==> config.mk <==
export PLATFORM = sky130hd
export DESIGN_NAME = prog_sequencer_flat
export DESIGN_NICKNAME = d
export VERILOG_FILES = /design/src/rtl/prog_sequencer_pkg.sv /design/src/rtl/prog_sequencer_if.sv /design/src/rtl/prog_sequencer_watchdog.sv /design/src/rtl/prog_sequencer.sv /design/src/flat_wrapper.sv
export SDC_FILE = /design/constraint.sdc
export NUM_CORES = 1
export LEC_CHECK = 0
export CORE_UTILIZATION = 49
export CTS_CLUSTER_SIZE = 28
export DETAILED_ROUTE_END_ITERATION = 10
export PLACE_DENSITY_LB_ADDON = 0.08
export REMOVE_ABC_BUFFERS = 1
export SYNTH_ARGS = -nofsm -noshare
export SYNTH_HDL_FRONTEND = slang
export SYNTH_SLANG_ARGS = --single-unit
==> constraint.sdc <==
create_clock -name Clk -period 5.6 [get_ports Clk]
set_input_delay 1.12 -clock Clk [delete_from_list [all_inputs] [get_ports Clk]]
set_output_delay 1.12 -clock Clk [all_outputs]
set_load 0.02 [all_outputs]
==> src/rtl/prog_sequencer_pkg.sv <==
// Shared types for the program-run sequencer: PC commands, FSM states and counter widths.
package prog_sequencer_pkg;

  typedef enum logic [2:0] {
    HOLD  = 3'd0,
    INC   = 3'd1,
    BR_UP = 3'd2,
    BR_DN = 3'd3,
    LOAD  = 3'd4
  } pc_sel_e;

  typedef enum logic [1:0] {
    IDLE  = 2'd0,
    ARMED = 2'd1,
    RUN   = 2'd2,
    DONE  = 2'd3
  } state_e;

  localparam int unsigned CNT_W = 16;
  localparam int unsigned OFF_W = 8;

endpackage

==> src/rtl/prog_sequencer_if.sv <==
// Control bundle between decoder/ALU flags, the sequencer and the PC register.
interface prog_sequencer_if #(
  parameter int unsigned L = 10
);
  import prog_sequencer_pkg::*;

  logic             Start;
  logic [L-1:0]     Pc;
  logic             Halt;
  logic             StallReq;
  logic             BranchEn;
  logic             BranchDir;
  logic             BranchTaken;
  logic [OFF_W-1:0] BranchOff;

  pc_sel_e          PcSel;
  logic [L-1:0]     LoadAddr;
  logic [1:0]       ProgIdx;
  logic             Running;
  logic             Done;
  logic             Fault;
  logic [CNT_W-1:0] CycleCount;

  modport master (
    output Start, Pc, Halt, StallReq, BranchEn, BranchDir, BranchTaken, BranchOff,
    input  PcSel, LoadAddr, ProgIdx, Running, Done, Fault, CycleCount
  );

  modport slave (
    input  Start, Pc, Halt, StallReq, BranchEn, BranchDir, BranchTaken, BranchOff,
    output PcSel, LoadAddr, ProgIdx, Running, Done, Fault, CycleCount
  );

endinterface

==> src/rtl/prog_sequencer_watchdog.sv <==
// Saturating RUN-cycle counter; expire_o flags the last permitted cycle while enabled.
module seq_watchdog
  import prog_sequencer_pkg::*;
#(
  parameter logic [CNT_W-1:0] MAX_CYCLES = 16'hFFFF
) (
  input  logic             Clk,
  input  logic             Reset,
  input  logic             clear_i,
  input  logic             en_i,
  output logic [CNT_W-1:0] count_o,
  output logic             expire_o
);

  localparam logic [CNT_W-1:0] LIMIT = MAX_CYCLES - CNT_W'(1);

  logic [CNT_W-1:0] count_q, count_d;

  always_comb begin
    count_d = count_q;
    if (clear_i) begin
      count_d = '0;
    end else if (en_i && (count_q != '1)) begin
      count_d = count_q + CNT_W'(1);
    end
  end

  always_ff @(posedge Clk) begin
    if (Reset) begin
      count_q <= '0;
    end else begin
      count_q <= count_d;
    end
  end

  assign count_o  = count_q;
  assign expire_o = en_i && (count_q == LIMIT);

endmodule

==> src/rtl/prog_sequencer.sv <==
// Run-control FSM: turns Start/Halt/Stall/branch inputs into one PC command per cycle
// and rotates through the program start addresses.
module prog_sequencer
  import prog_sequencer_pkg::*;
#(
  parameter int unsigned                  L           = 10,
  parameter int unsigned                  NUM_PROGS   = 3,
  parameter logic [NUM_PROGS-1:0][L-1:0]  START_ADDRS = '0,
  parameter logic [CNT_W-1:0]             MAX_CYCLES  = 16'hFFFF
) (
  input  logic              Clk,
  input  logic              Reset,
  prog_sequencer_if.slave   bus
);

  localparam logic [1:0] LAST_IDX = 2'(NUM_PROGS - 1);

  state_e           state_q, state_d;
  logic [1:0]       idx_q, idx_d;
  logic             fault_q, fault_d;
  pc_sel_e          pc_sel;
  logic [L-1:0]     load_addr;

  logic             wd_clear;
  logic             wd_en;
  logic             wd_expire;
  logic [CNT_W-1:0] cycles;

  logic [L:0]       off_ext;
  logic [L:0]       fwd_sum;
  logic             br_fault;

  // One extra bit catches forward overflow; backward underflow is Off > Pc.
  assign off_ext  = (L+1)'(bus.BranchOff);
  assign fwd_sum  = {1'b0, bus.Pc} + off_ext;
  assign br_fault = bus.BranchDir ? (off_ext > {1'b0, bus.Pc}) : fwd_sum[L];

  always_comb begin
    load_addr = START_ADDRS[0];
    for (int unsigned i = 1; i < NUM_PROGS; i++) begin
      if (32'(idx_q) == i) load_addr = START_ADDRS[i];
    end
  end

  always_comb begin
    state_d = state_q;
    idx_d   = idx_q;
    fault_d = fault_q;
    pc_sel  = HOLD;
    unique case (state_q)
      IDLE: begin
        if (bus.Start) state_d = ARMED;
      end
      ARMED: begin
        pc_sel = LOAD;
        if (!bus.Start) state_d = RUN;
      end
      RUN: begin
        if (bus.Start) begin
          pc_sel  = LOAD;
          state_d = ARMED;
          fault_d = 1'b0;
        end else if (bus.Halt) begin
          state_d = DONE;
          idx_d   = (idx_q == LAST_IDX) ? 2'd0 : idx_q + 2'd1;
        end else if (wd_expire) begin
          state_d = DONE;
          fault_d = 1'b1;
        end else if (bus.StallReq) begin
          pc_sel = HOLD;
        end else if (bus.BranchEn && bus.BranchTaken) begin
          if (br_fault) begin
            state_d = DONE;
            fault_d = 1'b1;
          end else begin
            pc_sel = bus.BranchDir ? BR_UP : BR_DN;
          end
        end else begin
          pc_sel = INC;
        end
      end
      DONE: begin
        if (bus.Start) begin
          state_d = ARMED;
          fault_d = 1'b0;
        end
      end
      default: state_d = IDLE;
    endcase
  end

  always_ff @(posedge Clk) begin
    if (Reset) begin
      state_q <= IDLE;
      idx_q   <= 2'd0;
      fault_q <= 1'b0;
    end else begin
      state_q <= state_d;
      idx_q   <= idx_d;
      fault_q <= fault_d;
    end
  end

  // Clearing on the transition makes CycleCount read zero in the first ARMED cycle.
  assign wd_clear = (state_d == ARMED);
  assign wd_en    = (state_q == RUN);

  seq_watchdog #(
    .MAX_CYCLES (MAX_CYCLES)
  ) u_watchdog (
    .Clk      (Clk),
    .Reset    (Reset),
    .clear_i  (wd_clear),
    .en_i     (wd_en),
    .count_o  (cycles),
    .expire_o (wd_expire)
  );

  assign bus.PcSel      = pc_sel;
  assign bus.LoadAddr   = load_addr;
  assign bus.ProgIdx    = idx_q;
  assign bus.Running    = (state_q == RUN);
  assign bus.Done       = (state_q == DONE);
  assign bus.Fault      = fault_q;
  assign bus.CycleCount = cycles;

endmodule

==> src/flat_wrapper.sv <==
// flat-port wrapper written by rule: the top's interface ports become plain ports
module prog_sequencer_flat import prog_sequencer_pkg::*;
#(
  parameter int unsigned                  L           = 10,
  parameter int unsigned                  NUM_PROGS   = 3,
  parameter logic [NUM_PROGS-1:0][L-1:0]  START_ADDRS = '0,
  parameter logic [CNT_W-1:0]             MAX_CYCLES  = 16'hFFFF
)
  (Clk, Reset, bus_Start, bus_Pc, bus_Halt, bus_StallReq, bus_BranchEn, bus_BranchDir, bus_BranchTaken, bus_BranchOff, bus_PcSel, bus_LoadAddr, bus_ProgIdx, bus_Running, bus_Done, bus_Fault, bus_CycleCount);
  prog_sequencer_if #(.L(L)) bus_i ();
  input  logic Clk;
  input  logic Reset;
  input wire logic [$bits(bus_i.Start)-1:0] bus_Start;
  input wire logic [$bits(bus_i.Pc)-1:0] bus_Pc;
  input wire logic [$bits(bus_i.Halt)-1:0] bus_Halt;
  input wire logic [$bits(bus_i.StallReq)-1:0] bus_StallReq;
  input wire logic [$bits(bus_i.BranchEn)-1:0] bus_BranchEn;
  input wire logic [$bits(bus_i.BranchDir)-1:0] bus_BranchDir;
  input wire logic [$bits(bus_i.BranchTaken)-1:0] bus_BranchTaken;
  input wire logic [$bits(bus_i.BranchOff)-1:0] bus_BranchOff;
  output wire logic [$bits(bus_i.PcSel)-1:0] bus_PcSel;
  output wire logic [$bits(bus_i.LoadAddr)-1:0] bus_LoadAddr;
  output wire logic [$bits(bus_i.ProgIdx)-1:0] bus_ProgIdx;
  output wire logic [$bits(bus_i.Running)-1:0] bus_Running;
  output wire logic [$bits(bus_i.Done)-1:0] bus_Done;
  output wire logic [$bits(bus_i.Fault)-1:0] bus_Fault;
  output wire logic [$bits(bus_i.CycleCount)-1:0] bus_CycleCount;
  assign bus_i.Start = bus_Start;
  assign bus_i.Pc = bus_Pc;
  assign bus_i.Halt = bus_Halt;
  assign bus_i.StallReq = bus_StallReq;
  assign bus_i.BranchEn = bus_BranchEn;
  assign bus_i.BranchDir = bus_BranchDir;
  assign bus_i.BranchTaken = bus_BranchTaken;
  assign bus_i.BranchOff = bus_BranchOff;
  assign bus_PcSel = bus_i.PcSel;
  assign bus_LoadAddr = bus_i.LoadAddr;
  assign bus_ProgIdx = bus_i.ProgIdx;
  assign bus_Running = bus_i.Running;
  assign bus_Done = bus_i.Done;
  assign bus_Fault = bus_i.Fault;
  assign bus_CycleCount = bus_i.CycleCount;
  prog_sequencer #(.L(L), .NUM_PROGS(NUM_PROGS), .START_ADDRS(START_ADDRS), .MAX_CYCLES(MAX_CYCLES)) u_core (.Clk(Clk), .Reset(Reset), .bus(bus_i));
endmodule
==> run metrics <==
Antenna Nets Post-Route 0; crit-path max cell delay 0.63 ns; Final HPWL DP 2.77 mm; DR vias 1558; CP Buf/Inv Count 3; Die Wd 61.6 µm; Crit path max-delay family buffers and inverters; synthesized area 1740 µm²; FFs w/ async S/R, synth 0%; post-synthesis mux area share 0.575%; router iterations before antenna repair 4; Post-route DRC 0; yosys synthesis warning count 0; WP data arrival 3.63 ns; Synth Area in Compound Gates 15.8%; Worst Setup End Kind output port; most used cell, CP clkdlybuf4s50_1; n_diodes 0; final net count 301; CP Cell Sequence clkdlybuf4s50_1 > inv_1 > ha_1 > a31oi_1 > a211oi_1 > nor4_1 > o21a_1 > nor2_1 > nor3_1 > clkdlybuf4s50_1; fill cell count 316; Setup TNS 0 ns; metal3 WL 119 µm; fin crit share 84.8%; Max Used Layer met3; RSZ-0062 raised after global routing false; Num CTS Buffers 3; Avg Inst Size Synth 8.45 µm²; post-synthesis register bit count 21; Max Clk Rate 0.211 GHz; Final Skew 0.00324 ns; Yosys cell types 47; Clock Tree Root clkbuf_4; wire length of the first global-routing pass 5.59 mm; layout cells sized above 1 9.09%; Relative slew margins 36.0%; Final WS setup 0.853 ns; number of global-route vias before repair 1320; Worst Hold Class flip-flop to flip-flop; # Post-CTS Setup Buffers 0; Flop pwr share 46.9%; Site Rows 21; Synth Area in Adders 15.1%; GPL Wtd Cong 0.789; Post-synth EDFFs 0; drt total wl 3.54 mm; overall routing resource usage 19.2%; Die Area 3790 µm²; P_int 0.000219 W; gr ovfl total 0; Setup Slack @ Placement 0.863 ns; final max-slew violation count 0; CTS resizes 0; Worst-path clk slew 0.12 ns; hold buffers post-CTS 0; largest vdd supply drop 98.0 µV; NetSw 0.000108 W; xor/xnor share of the synthesized area 6.04%; input/output buffers 49; largest family of logic cells by synthesized area simple AND/OR/NAND/NOR gates; largest net degree at the start of global routing 22; max-cap viol count 0; Initial Utilization 51.7%; CTS tree yes; Worst path slowest cell clkdlybuf4s50_1; I/O pins 60; Reg2Reg Setup Slack 3.06 ns; Tmin final 4.75 ns; clk_lat worst skew 0.31 ns; met2 WL 1.71 mm; clock power share 22.6%; Sw Share 32.9%; initial antenna violation count 0; Final Hold Violating Endpoints 0; crit start category input pin; outcome complete, no violations; combinational share of power 30.5%; routed len/inst 11.8 µm; Critical Path RT 4.48 ns; area of the multi-input gates 1190 µm²; met1 wire length 1.70 mm; DR iter-0 viols 67; Mapped Cells 206; final setup vio count 0; Die Height 61.6 µm; crit path kind input pin to output port; DR vias/cell 5.21; Area Overhead vs Synth 28.8%; Seq/Total Area, Yosys 24.2%; Leak 0.868 nW; register area 420 µm²; CTS sink count 21; prevailing post-synth register cell dfxtp_1; Worst Path Max Fanout 5; pwr dens 146 nW/µm²; CTS H-tree lvls 1; post-synthesis simple-gate area fraction 28.6%; clock buffer depth 2; Core Area 3360 µm²; worst slew pin tran 0.957 ns
## power groups by stage
stage	logic (W)	registers, W	clock network (W)
4_1_cts	0.0000996	0.000153	0.0000776
3_3_place_gp	0.0000982	0.000157	0
5_1_grt	0.000110	0.000154	0.0000820
2_1_floorplan	0.0000607	0.000157	0
3_5_place_dp	0.0000993	0.000157	0
6_report	0.0000996	0.000153	0.0000740
## final cells by class
type | count | share of cell area [%]
flip-flops and latches | 21 | 18.8
multi-input cells | 164 | 53.0
clock inverters | 1 | 0.223
inverters | 15 | 2.51
clock buffers | 3 | 1.01
repair buffers | 49 | 21.9
well taps | 46 | 2.57
## cell families after synthesis
group / count (synthesis)
fa+ha+maj: 21
compound gates: 35
other cells: 1
flops: 21
xor+xnor: 12
buf+inv: 30
mux: 1
simple gates: 85
## state kept, by name, indices dropped and copies added (netlist names)
signal                     cells
u_core.bus.ProgIdx             2
u_core.bus.Fault               1
u_core.state_q                 2
u_core.u_watchdog.count_o     16
## layout by cell type, fill, tap and decap left out, types with 2 or more instances in the layout
| cell | netlist | routed |
|---|---|---|
| xnor2_1 | 5 | 5 |
| xor2_1 | 7 | 7 |
| nor3b_1 | 3 | 3 |
| nand3_1 | 8 | 8 |
| a21oi_1 | 12 | 12 |
| a31oi_2 | 2 | 2 |
| o21ai_0 | 3 | 3 |
| dfxtp_1 | 21 | 21 |
| clkbuf_4 | 0 | 3 |
| o21ai_1 | 2 | 2 |
| a211oi_1 | 2 | 2 |
| a31oi_1 | 3 | 3 |
| clkdlybuf4s50_1 | 0 | 49 |
| nor3_1 | 8 | 8 |
| nand2_1 | 9 | 9 |
| or3_1 | 2 | 2 |
| nor4_1 | 5 | 5 |
| inv_1 | 15 | 15 |
| conb_1 | 1 | 10 |
| and3_1 | 5 | 5 |
| ha_1 | 21 | 21 |
| nor3_2 | 9 | 9 |
| nor2_1 | 20 | 20 |
| nor2b_1 | 2 | 2 |
| and2_1 | 2 | 2 |
| nand4_1 | 4 | 4 |
## final timing paths
kind / endpoint / depth (start not counted) / start
hold reg to reg: u_core.bus.ProgIdx[0] / 2 / u_core.bus.ProgIdx[0]
setup / recovery: bus_PcSel[1] / 10 / bus_Pc[3]
hold / removal: u_core.bus.ProgIdx[0] / 2 / u_core.bus.ProgIdx[0]
setup reg to reg: u_core.u_watchdog.count_o[0] / 8 / u_core.state_q[0]
## layer usage
metal	GRT usage, %	vias up
met5	0	-
met4	1.90	0
met3	3.78	0
met2	33.6	38
met1	25.3	718
li1	-	802
## synth_stat cells (all sizes together) (2+ instances only)
cell type | instances | area share (%)
inv | 15 | 3.2
nand2 | 9 | 1.9
clkbuf | 3 | 0.65
nor4 | 5 | 1.8
nor2 | 21 | 4.7
xnor2 | 5 | 2.5
and3 | 5 | 1.8
or3 | 2 | 0.72
dfxtp | 21 | 24
nor3 | 18 | 8.4
a31oi | 5 | 2.5
ha | 21 | 15
a211oi | 3 | 2.0
a21oi | 12 | 3.5
buf | 12 | 5.6
nand3 | 8 | 2.3
o21ai | 5 | 1.4
nor2b | 2 | 0.72
and2 | 2 | 0.72
xor2 | 7 | 3.5
nand4 | 4 | 1.4
nor3b | 3 | 1.3
o21bai | 2 | 1.1
## metrics by stage
stage	instance area, µm²	cells	hold slack [ns]	total power (W)	utilization (%)
final	2240	299	0.545	0.000327	66.6
after global routing	2240	299	0.590	0.000346	66.6
after CTS	2240	299	0.552	0.000331	66.6
after detailed placement	2210	295	0.532	0.000256	65.8
after global placement	2210	295	0.534	0.000255	65.8
after floorplan	1670	200	0.596	0.000218	-
## tightest hold or removal path, delay by kind of cell, from the launching register on
| kind | cells | cell delay [ns] |
|---|---|---|
| flops | 1 | 0.35 |
| compound gates | 1 | 0.12 |
| simple gates | 1 | 0.04 |
Power figures use the tool's default switching activity.
